**src/rtl/mem_port_arbiter.sv**
```systemverilog
// Two-requester arbiter for the single external memory command port.
// Port 0 is instruction fetch, port 1 is load/store. Only one transaction
// is outstanding at a time, and conflicts are resolved round-robin. Every
// accepted request gets exactly one response pulse. A read that gets no
// reply within TIMEOUT cycles of command acceptance completes with err = 1.
module mem_port_arbiter #(
  parameter int AW      = 28,
  parameter int DW      = 32,
  parameter int TIMEOUT = 1024
) (
  input  logic            clk50mhz,
  input  logic            sys_rst_n,
  // requester 0 (instruction fetch)
  input  logic            m0_req_valid,
  output logic            m0_req_ready,
  input  logic            m0_req_we,
  input  logic [AW-1:0]   m0_req_addr,
  input  logic [DW-1:0]   m0_req_wdata,
  input  logic [DW/8-1:0] m0_req_wstrb,
  output logic            m0_rsp_valid,
  output logic [DW-1:0]   m0_rsp_rdata,
  output logic            m0_rsp_err,
  // requester 1 (load/store)
  input  logic            m1_req_valid,
  output logic            m1_req_ready,
  input  logic            m1_req_we,
  input  logic [AW-1:0]   m1_req_addr,
  input  logic [DW-1:0]   m1_req_wdata,
  input  logic [DW/8-1:0] m1_req_wstrb,
  output logic            m1_rsp_valid,
  output logic [DW-1:0]   m1_rsp_rdata,
  output logic            m1_rsp_err,
  // memory command / response side
  output logic            mem_cmd_valid,
  input  logic            mem_cmd_ready,
  output logic            mem_cmd_we,
  output logic [AW-1:0]   mem_cmd_addr,
  output logic [DW-1:0]   mem_cmd_wdata,
  output logic [DW/8-1:0] mem_cmd_wstrb,
  input  logic            mem_rsp_valid,
  input  logic [DW-1:0]   mem_rsp_rdata,
  output logic            busy
);

  localparam int SW = DW / 8;
  localparam int CW = $clog2(TIMEOUT);
  localparam logic [CW-1:0] CNT_LAST = CW'(TIMEOUT - 1);

  localparam logic [1:0] ST_IDLE  = 2'd0;
  localparam logic [1:0] ST_ISSUE = 2'd1;
  localparam logic [1:0] ST_WAIT  = 2'd2;
  localparam logic [1:0] ST_RESP  = 2'd3;

  logic [1:0]    state_r;
  logic          rr_r;        // owner of the last grant; the other side wins a conflict
  logic          owner_r;
  logic [CW-1:0] cnt_r;
  logic          cmd_valid_r;
  logic          cmd_we_r;
  logic [AW-1:0] cmd_addr_r;
  logic [DW-1:0] cmd_wdata_r;
  logic [SW-1:0] cmd_wstrb_r;
  logic          busy_r;
  logic [1:0]    rsp_valid_r;
  logic [DW-1:0] rsp0_rdata_r;
  logic [DW-1:0] rsp1_rdata_r;
  logic          rsp0_err_r;
  logic          rsp1_err_r;

  logic          grant_s;
  logic          hs_s;
  logic          sel_we_s;
  logic [AW-1:0] sel_addr_s;
  logic [DW-1:0] sel_wdata_s;
  logic [SW-1:0] sel_wstrb_s;
  logic          deliver_s;
  logic [DW-1:0] dl_rdata_s;
  logic          dl_err_s;

  // Pick the requester to grant while idle and mux its request fields.
  always_comb begin
    grant_s = 1'b0;
    hs_s    = 1'b0;
    if (state_r == ST_IDLE) begin
      if (m0_req_valid && m1_req_valid) begin
        grant_s = ~rr_r;
        hs_s    = 1'b1;
      end else if (m0_req_valid) begin
        grant_s = 1'b0;
        hs_s    = 1'b1;
      end else if (m1_req_valid) begin
        grant_s = 1'b1;
        hs_s    = 1'b1;
      end else begin
        grant_s = 1'b0;
        hs_s    = 1'b0;
      end
    end else begin
      hs_s = 1'b0;
    end
    if (grant_s) begin
      sel_we_s    = m1_req_we;
      sel_addr_s  = m1_req_addr;
      sel_wdata_s = m1_req_wdata;
      sel_wstrb_s = m1_req_wstrb;
    end else begin
      sel_we_s    = m0_req_we;
      sel_addr_s  = m0_req_addr;
      sel_wdata_s = m0_req_wdata;
      sel_wstrb_s = m0_req_wstrb;
    end
  end

  assign m0_req_ready = hs_s & ~grant_s;
  assign m1_req_ready = hs_s & grant_s;

  // Decide whether this cycle completes the transaction, and with which payload.
  always_comb begin
    deliver_s  = 1'b0;
    dl_rdata_s = '0;
    dl_err_s   = 1'b0;
    case (state_r)
      ST_ISSUE: begin
        if (mem_cmd_ready && cmd_we_r) begin
          deliver_s = 1'b1;
        end else begin
          deliver_s = 1'b0;
        end
      end
      ST_WAIT: begin
        // A reply in the last counted cycle beats the timeout.
        if (mem_rsp_valid) begin
          deliver_s  = 1'b1;
          dl_rdata_s = mem_rsp_rdata;
        end else if (cnt_r == CNT_LAST) begin
          deliver_s = 1'b1;
          dl_err_s  = 1'b1;
        end else begin
          deliver_s = 1'b0;
        end
      end
      default: begin
        deliver_s = 1'b0;
      end
    endcase
  end

  // Transaction sequencing: grant, command issue, read wait, response.
  always_ff @(posedge clk50mhz or negedge sys_rst_n) begin
    if (!sys_rst_n) begin
      state_r     <= ST_IDLE;
      rr_r        <= 1'b1;
      owner_r     <= 1'b0;
      cnt_r       <= '0;
      cmd_valid_r <= 1'b0;
      cmd_we_r    <= 1'b0;
      cmd_addr_r  <= '0;
      cmd_wdata_r <= '0;
      cmd_wstrb_r <= '0;
      busy_r      <= 1'b0;
    end else begin
      case (state_r)
        ST_IDLE: begin
          if (hs_s) begin
            owner_r     <= grant_s;
            rr_r        <= grant_s;
            cmd_we_r    <= sel_we_s;
            cmd_addr_r  <= sel_addr_s;
            cmd_wdata_r <= sel_wdata_s;
            cmd_wstrb_r <= sel_wstrb_s;
            cmd_valid_r <= 1'b1;
            busy_r      <= 1'b1;
            state_r     <= ST_ISSUE;
          end else begin
            state_r <= ST_IDLE;
          end
        end
        ST_ISSUE: begin
          if (mem_cmd_ready) begin
            cmd_valid_r <= 1'b0;
            cnt_r       <= '0;
            state_r     <= cmd_we_r ? ST_RESP : ST_WAIT;
          end else begin
            state_r <= ST_ISSUE;
          end
        end
        ST_WAIT: begin
          if (deliver_s) begin
            state_r <= ST_RESP;
          end else begin
            cnt_r   <= cnt_r + {{(CW-1){1'b0}}, 1'b1};
            state_r <= ST_WAIT;
          end
        end
        ST_RESP: begin
          busy_r  <= 1'b0;
          state_r <= ST_IDLE;
        end
        default: begin
          cmd_valid_r <= 1'b0;
          busy_r      <= 1'b0;
          state_r     <= ST_IDLE;
        end
      endcase
    end
  end

  // Response registers: load the owner's outputs on completion, clear after the pulse.
  always_ff @(posedge clk50mhz or negedge sys_rst_n) begin
    if (!sys_rst_n) begin
      rsp_valid_r  <= 2'b00;
      rsp0_rdata_r <= '0;
      rsp1_rdata_r <= '0;
      rsp0_err_r   <= 1'b0;
      rsp1_err_r   <= 1'b0;
    end else if (deliver_s) begin
      if (owner_r) begin
        rsp_valid_r  <= 2'b10;
        rsp1_rdata_r <= dl_rdata_s;
        rsp1_err_r   <= dl_err_s;
      end else begin
        rsp_valid_r  <= 2'b01;
        rsp0_rdata_r <= dl_rdata_s;
        rsp0_err_r   <= dl_err_s;
      end
    end else begin
      rsp_valid_r  <= 2'b00;
      rsp0_rdata_r <= '0;
      rsp1_rdata_r <= '0;
      rsp0_err_r   <= 1'b0;
      rsp1_err_r   <= 1'b0;
    end
  end

  assign mem_cmd_valid = cmd_valid_r;
  assign mem_cmd_we    = cmd_we_r;
  assign mem_cmd_addr  = cmd_addr_r;
  assign mem_cmd_wdata = cmd_wdata_r;
  assign mem_cmd_wstrb = cmd_wstrb_r;
  assign busy          = busy_r;
  assign m0_rsp_valid  = rsp_valid_r[0];
  assign m0_rsp_rdata  = rsp0_rdata_r;
  assign m0_rsp_err    = rsp0_err_r;
  assign m1_rsp_valid  = rsp_valid_r[1];
  assign m1_rsp_rdata  = rsp1_rdata_r;
  assign m1_rsp_err    = rsp1_err_r;

endmodule

```
**config.mk**
```make
export PLATFORM = sky130hd
export DESIGN_NAME = mem_port_arbiter
export DESIGN_NICKNAME = d
export VERILOG_FILES = /design/src/rtl/mem_port_arbiter.sv
export SDC_FILE = /design/constraint.sdc
export NUM_CORES = 1
export LEC_CHECK = 0
export BUFFER_PORTS_ARGS = -buffer_cell sky130_fd_sc_hd__buf_2
export CELL_PAD_IN_SITES_DETAIL_PLACEMENT = 0
export CELL_PAD_IN_SITES_GLOBAL_PLACEMENT = 1
export CORE_ASPECT_RATIO = 0.9
export CORE_MARGIN = 8
export CORE_UTILIZATION = 25
export CTS_BUF_LIST = sky130_fd_sc_hd__clkbuf_16
export CTS_CLUSTER_DIAMETER = 30
export CTS_CLUSTER_SIZE = 30
export DETAILED_ROUTE_END_ITERATION = 10
export PLACE_DENSITY_LB_ADDON = 0.1
export SLEW_MARGIN = 10
export SYNTH_ARGS = -nofsm -noshare
export SYNTH_HDL_FRONTEND = slang
export SYNTH_SLANG_ARGS = --single-unit
export TNS_END_PERCENT = 5
```
**constraint.sdc**
```tcl
create_clock -name clk50mhz -period 2.67 [get_ports clk50mhz]
set_clock_uncertainty 0.2 [all_clocks]
set_input_delay 0.1335 -clock clk50mhz [delete_from_list [all_inputs] [get_ports clk50mhz]]
set_output_delay 0.1335 -clock clk50mhz [all_outputs]
set_load 0.01 [all_outputs]
```
; After elaboration in Yosys (flattened, before gate mapping)
; Cells that the tools add are included.
[op_classes]
addsub = 1
n_eq_ne = 9
mux = 41
n_bitwise = 4
reduce_logical = 10
[ops]
columns = op, n
row1 = $mux 32, 7
row2 = $mux 28, 1
row3 = $mux 1, 22
row4 = $mux 10, 2
row5 = $pmux 10 s2, 1
row6 = $add 10x1->10 const B, 1
row7 = $eq 10x10->1 const B, 1
row8 = $ne 2x2->1 const B, 5
row9 = $pmux 2 s4, 1
row10 = $mux 2, 3
row11 = $pmux 1 s2, 3
row12 = $reduce_and 3->1, 2
row13 = $reduce_bool 2->1, 3
row14 = $eq 2x2->1 const B, 2
row15 = $mux 4, 1
row16 = $reduce_and 2->1, 2
row17 = $and 1x1->1, 2
row18 = $eq 2x1->1 const B, 1
row19 = $logic_and 1x1->1, 2
row20 = $logic_not 2->1, 1
row21 = $not 1->1, 2
[word_totals]
register_bits = 149

; Logic depth before layout (Yosys ltp)
[depth]
depth_word = 6
mapped_depth = 9
ltp_nobuf = 6

; Least setup slack after synthesis
; No wires, ideal clock.
[synth_path]
kind = register -> register
start = reg state_r[0]
end = reg cnt_r[4]
setup_ps = 125
arrival_time_ps = 1687
t_required_ps = 2345
slack_ps = 658
path_stages_with_launch = 7
period_less_slack_ps = 2012
cell_sequence = dfrtp_1 -> ha_1 -> buf_2 -> a31o_1 -> a311oi_4 -> a21oi_1 -> mux2_2
[synth_via]
elab_chain_len = 4
elab_cells_between_ends = 8
[synth_lines]
columns = item, line_no
row1 = start: declaration, 54  ; logic [1:0] state_r;
row2 = start signal: assignment, 182  ; state_r <= cmd_we_r ? ST_RESP : ST_WAIT;
row3 = $eq 2x2->1 or $eq 2x1->1 (tied branches), "122, 162"
row4 = $pmux 1 s2, 122  ; case (state_r)
row5 = $ne 2x2->1 (no line), n/a
row6 = $reduce_and 3->1 (no line), n/a
row7 = end signal: assignment, 191  ; cnt_r <= cnt_r + {{(CW-1){1'b0}}, 1'b1};
row8 = end: declaration, 57  ; logic [CW-1:0] cnt_r;
; Several ways; a longest one is shown, not always the timed one.
; A chain may end at the register's enable or synchronous reset.

; Worst setup path in the final report
[layout_path]
start = reg state_r[0]
end = reg cmd_wdata_r[30] (netlist: mem_cmd_wdata[30])
[layout_via]
elab_chain_len = 3
elab_cells_between_ends = 5
[layout_lines]
columns = item, line_no
row1 = $logic_not 2->1 *, "84, 162"
row2 = $mux 1, 84  ; if (state_r == ST_IDLE) begin
row3 = $mux 32 or $reduce_and 2->1 (tied branches), n/a
row4 = end signal: assignment, 169  ; cmd_wdata_r <= sel_wdata_s;
row5 = end: declaration, 61  ; logic [DW-1:0] cmd_wdata_r;
; Mark *: on every way between the ends. The rest lies on a longest branch, timed or not.

==> impl_metrics.toml <==
[yosys]
synthAdderAreaFrac = 0.0116
synth_seq_area_share = 0.578
synth_top_family_by_area = "compound AO/OA/AOI/OAI gates"
ys.flop_type = "dfrtp_1"
ys_async_sr_fraction = 1.00
synth.avg_cell_area_um2 = 11.8
synthCells = 545
syn_nets = 719
synth-edff-count = 0
synth_top_area_frac = 0.574
yosysTopAreaCell = "dfrtp_1"
synthMuxAreaShare = 0.106
synthXorXnorAreaFrac = 0
yosysWarnings = 0
synth.area.top_cells = "dfrtp_1 57%, mux2i_1 10%, a22o_1 8.3%"
synth.distinct_cells = 46
synth_commonest_cells = "148 x dfrtp_1, 72 x nand2_1, 70 x o21ai_0"
netlist_area_mm2 = 0.00645
synth_compound_area_frac = 0.186
synth_simple_gate_area_frac = 0.0782
yosysMostFrequentCell = "dfrtp_1"
ys_seq_elements = 149

[clocking]
cts_root_buffer = "clkbuf_16"
cts.sinks = 149
cts_tree = "built"
path_clk_slew_ns = 0.07
htreeDepth = 4
cts_made_buffers = 17
clockBufferDepth = 2
clock_latency_ns = 0.42

[critical_path]
crit_arrival_ns = 2.65
cp_cell_sequence = "inv_1 > ha_2 > nand2_1 > a21oi_4 > buf_12 > clkbuf_16 > mux2i_1 > dlygate4sd3_1 > o21ai_0"
slowest_delay_ns = 0.56
crit_required_ns = 2.76
critPathTopFamily = "buffers and inverters"
critPathSlowestCell = "dlygate4sd3_1"
cp-end-kind = "flop"
critPathBufInv = 4
crit_fanout = 12
crit_type = "reg -> reg"
startpoint_type = "flop"

[drt]
drt_wl_total_um = 23600
drt_drc_violations_left = 0
viasPerCell = 4.42
dr.pass1.iters = 4
via_count = 6062
wl_per_cell_um = 17.2
ant_nets = 0
drtIter0Drc = 186

[sta]
layout_min_cycle_time_ns = 2.56
fmax_ghz = 0.391
slew_viol_final = 0
slew_headroom = 0.255
finalCritPeriodShare = 0.957
finalHoldViolations = 0
tightest_slew_ns = 1.11
rsz0062_at_grt = "false"
finalSetupViolCount = 0
setup_ws_ns = 0.114
setup_tns_ns = 0

[floorplan]
die_w_um = 185
rows = 55
start_util = 0.255
design.die.area_mm2 = 0.0312
core_area_mm2 = 0.0253
io_pins = 305
die_y_um = 168

[cells_and_area]
area_delta_synth_final_pct = 66.8
drive_gt1_frac = 0.362
fin_nets = 1188
stdcell_count = 1370

[place]
dp_worst_setup_slack_ns = 0.352
io_buffers = 304
gp_congestion = 0.796
numPlacedInstances = 1164
dp_hpwl_um = 15800

[power]
p_per_area_mw_per_mm2 = 836
peakVddDrop_uv = 430
leakage_uw = 0.00539

[flow_run]
max_cap_viol_count = 0

[global_routing]
gr-total-overflow = 0
grt_pass1_vias = 6695
grt.total_usage = 0.148
antenna_found_initial = 0
grt_max_degree = 64
grt_pass1_wl_um = 36500

[worst_hold_path]
hold_class = "in -> async"

[outcome]
status = "finished, final reports clean"
[worst register-to-register path, stage by stage, from the launching register on]
cell           delay [ns]
dfrtp_1              0.42
inv_1                0.13
ha_2                 0.25
nand2_1              0.11
a21oi_4              0.17
buf_12               0.15
clkbuf_16            0.19
mux2i_1              0.19
dlygate4sd3_1        0.56
o21ai_0              0.07
[cell type report]
type                       instances  area, um^2
fill                            2412       14500
sequential                       149        3730
timing repair buffer             489        3490
multi-input combinational        351        2490
tap                              342         428
clock buffer                      17         425
clock inverter                    15         168
inverter                           6        22.5
antenna                            1        2.50
[stage by stage]
stage / utilization / instance area, um^2 / hold slack (ns) / power (uW)
6_report: 0.426 / 10800 / 0.0806 / 8990
3_5_place_dp: 0.332 / 8370 / -0.0227 / 6230
3_3_place_gp: 0.332 / 8370 / -0.0295 / 6190
4_1_cts: 0.422 / 10600 / 0.0918 / 9000
5_1_grt: 0.426 / 10800 / 0.119 / 9650
2_1_floorplan: - / 6450 / -0.362 / 4930
[path summary, 6_finish.rpt]
| check | from | endpoint | cells after the start | slack, ns |
|---|---|---|---|---|
| min | sys_rst_n | m0_rsp_rdata[23]$_DFFE_PN0N_ | 2 | 0.08 |
| max in group asynchronous | sys_rst_n | m0_rsp_rdata[22]$_DFFE_PN0N_ | 3 | 1.44 |
| max | state_r[0]$_DFF_PN0_ | mem_cmd_wdata[30]$_DFFE_PN0P_ | 9 | 0.11 |
| min in group clk50mhz | m0_req_valid | mem_cmd_wdata[20]$_DFFE_PN0P_ | 5 | 0.23 |
| max reg2reg | state_r[0]$_DFF_PN0_ | mem_cmd_wdata[30]$_DFFE_PN0P_ | 9 | 0.11 |
| min reg2reg | mem_cmd_addr[6]$_DFFE_PN0P_ | mem_cmd_addr[6]$_DFFE_PN0P_ | 2 | 0.28 |
[state kept, by name, indices dropped and copies added, names as in the netlist, named ones only]
signal	flops
mem_cmd_wdata	32
m0_rsp_rdata	32
mem_cmd_valid	1
rr_r	1
mem_cmd_we	1
mem_cmd_addr	28
state_r	1
busy	1
mem_cmd_wstrb	4
m0_rsp_err	1
rsp_valid_r	2
m1_rsp_rdata	32
cnt_r	10
owner_r	1
m1_rsp_err	1
[placed cells by master (no fill, tap or decap), types with 3 or more instances in the layout]
cell type,n
clkbuf_16,20
a22o_1,61
inv_6,6
inv_1,6
buf_12,8
a21o_1,8
buf_4,5
mux2i_1,67
nand3_1,5
a21oi_1,4
nor2_1,7
and3_1,3
dfrtp_1,148
o21ai_0,70
a22o_2,4
nor4_1,3
nand4_1,3
ha_1,5
nor3_1,7
a211o_1,3
nand2_1,72
dlygate4sd3_1,168
buf_2,303
[per-layer routing]
metal	global-route usage	vias up	routed length (um)
met5	0	-	0
li1	-	2927	-
met4	0.0542	0	575
met2	0.234	258	10900
met3	0.0605	31	2160
met1	0.179	2846	9960
[cell families after synthesis]
kind of cell / Yosys count
compound gates: 167
fa+ha+maj: 6
buf+inv: 45
flops: 149
mux: 68
simple gates: 110
[power breakdown]
group          internal, uW  switching [uW]
clock                  1400            1030
sequential             2850             354
combinational          1480            1860
total                  5740            3250
[timing repair]
action / in CTS / in global routing
setup endpoints to repair: 0 / 17
hold buffers: 168 / 0
buffers inserted: 0 / 2
endpoints found under the hold margin: 237 / 0
resized for setup: 0 / 2
Note: power is estimated with default switching activity, not from simulation.
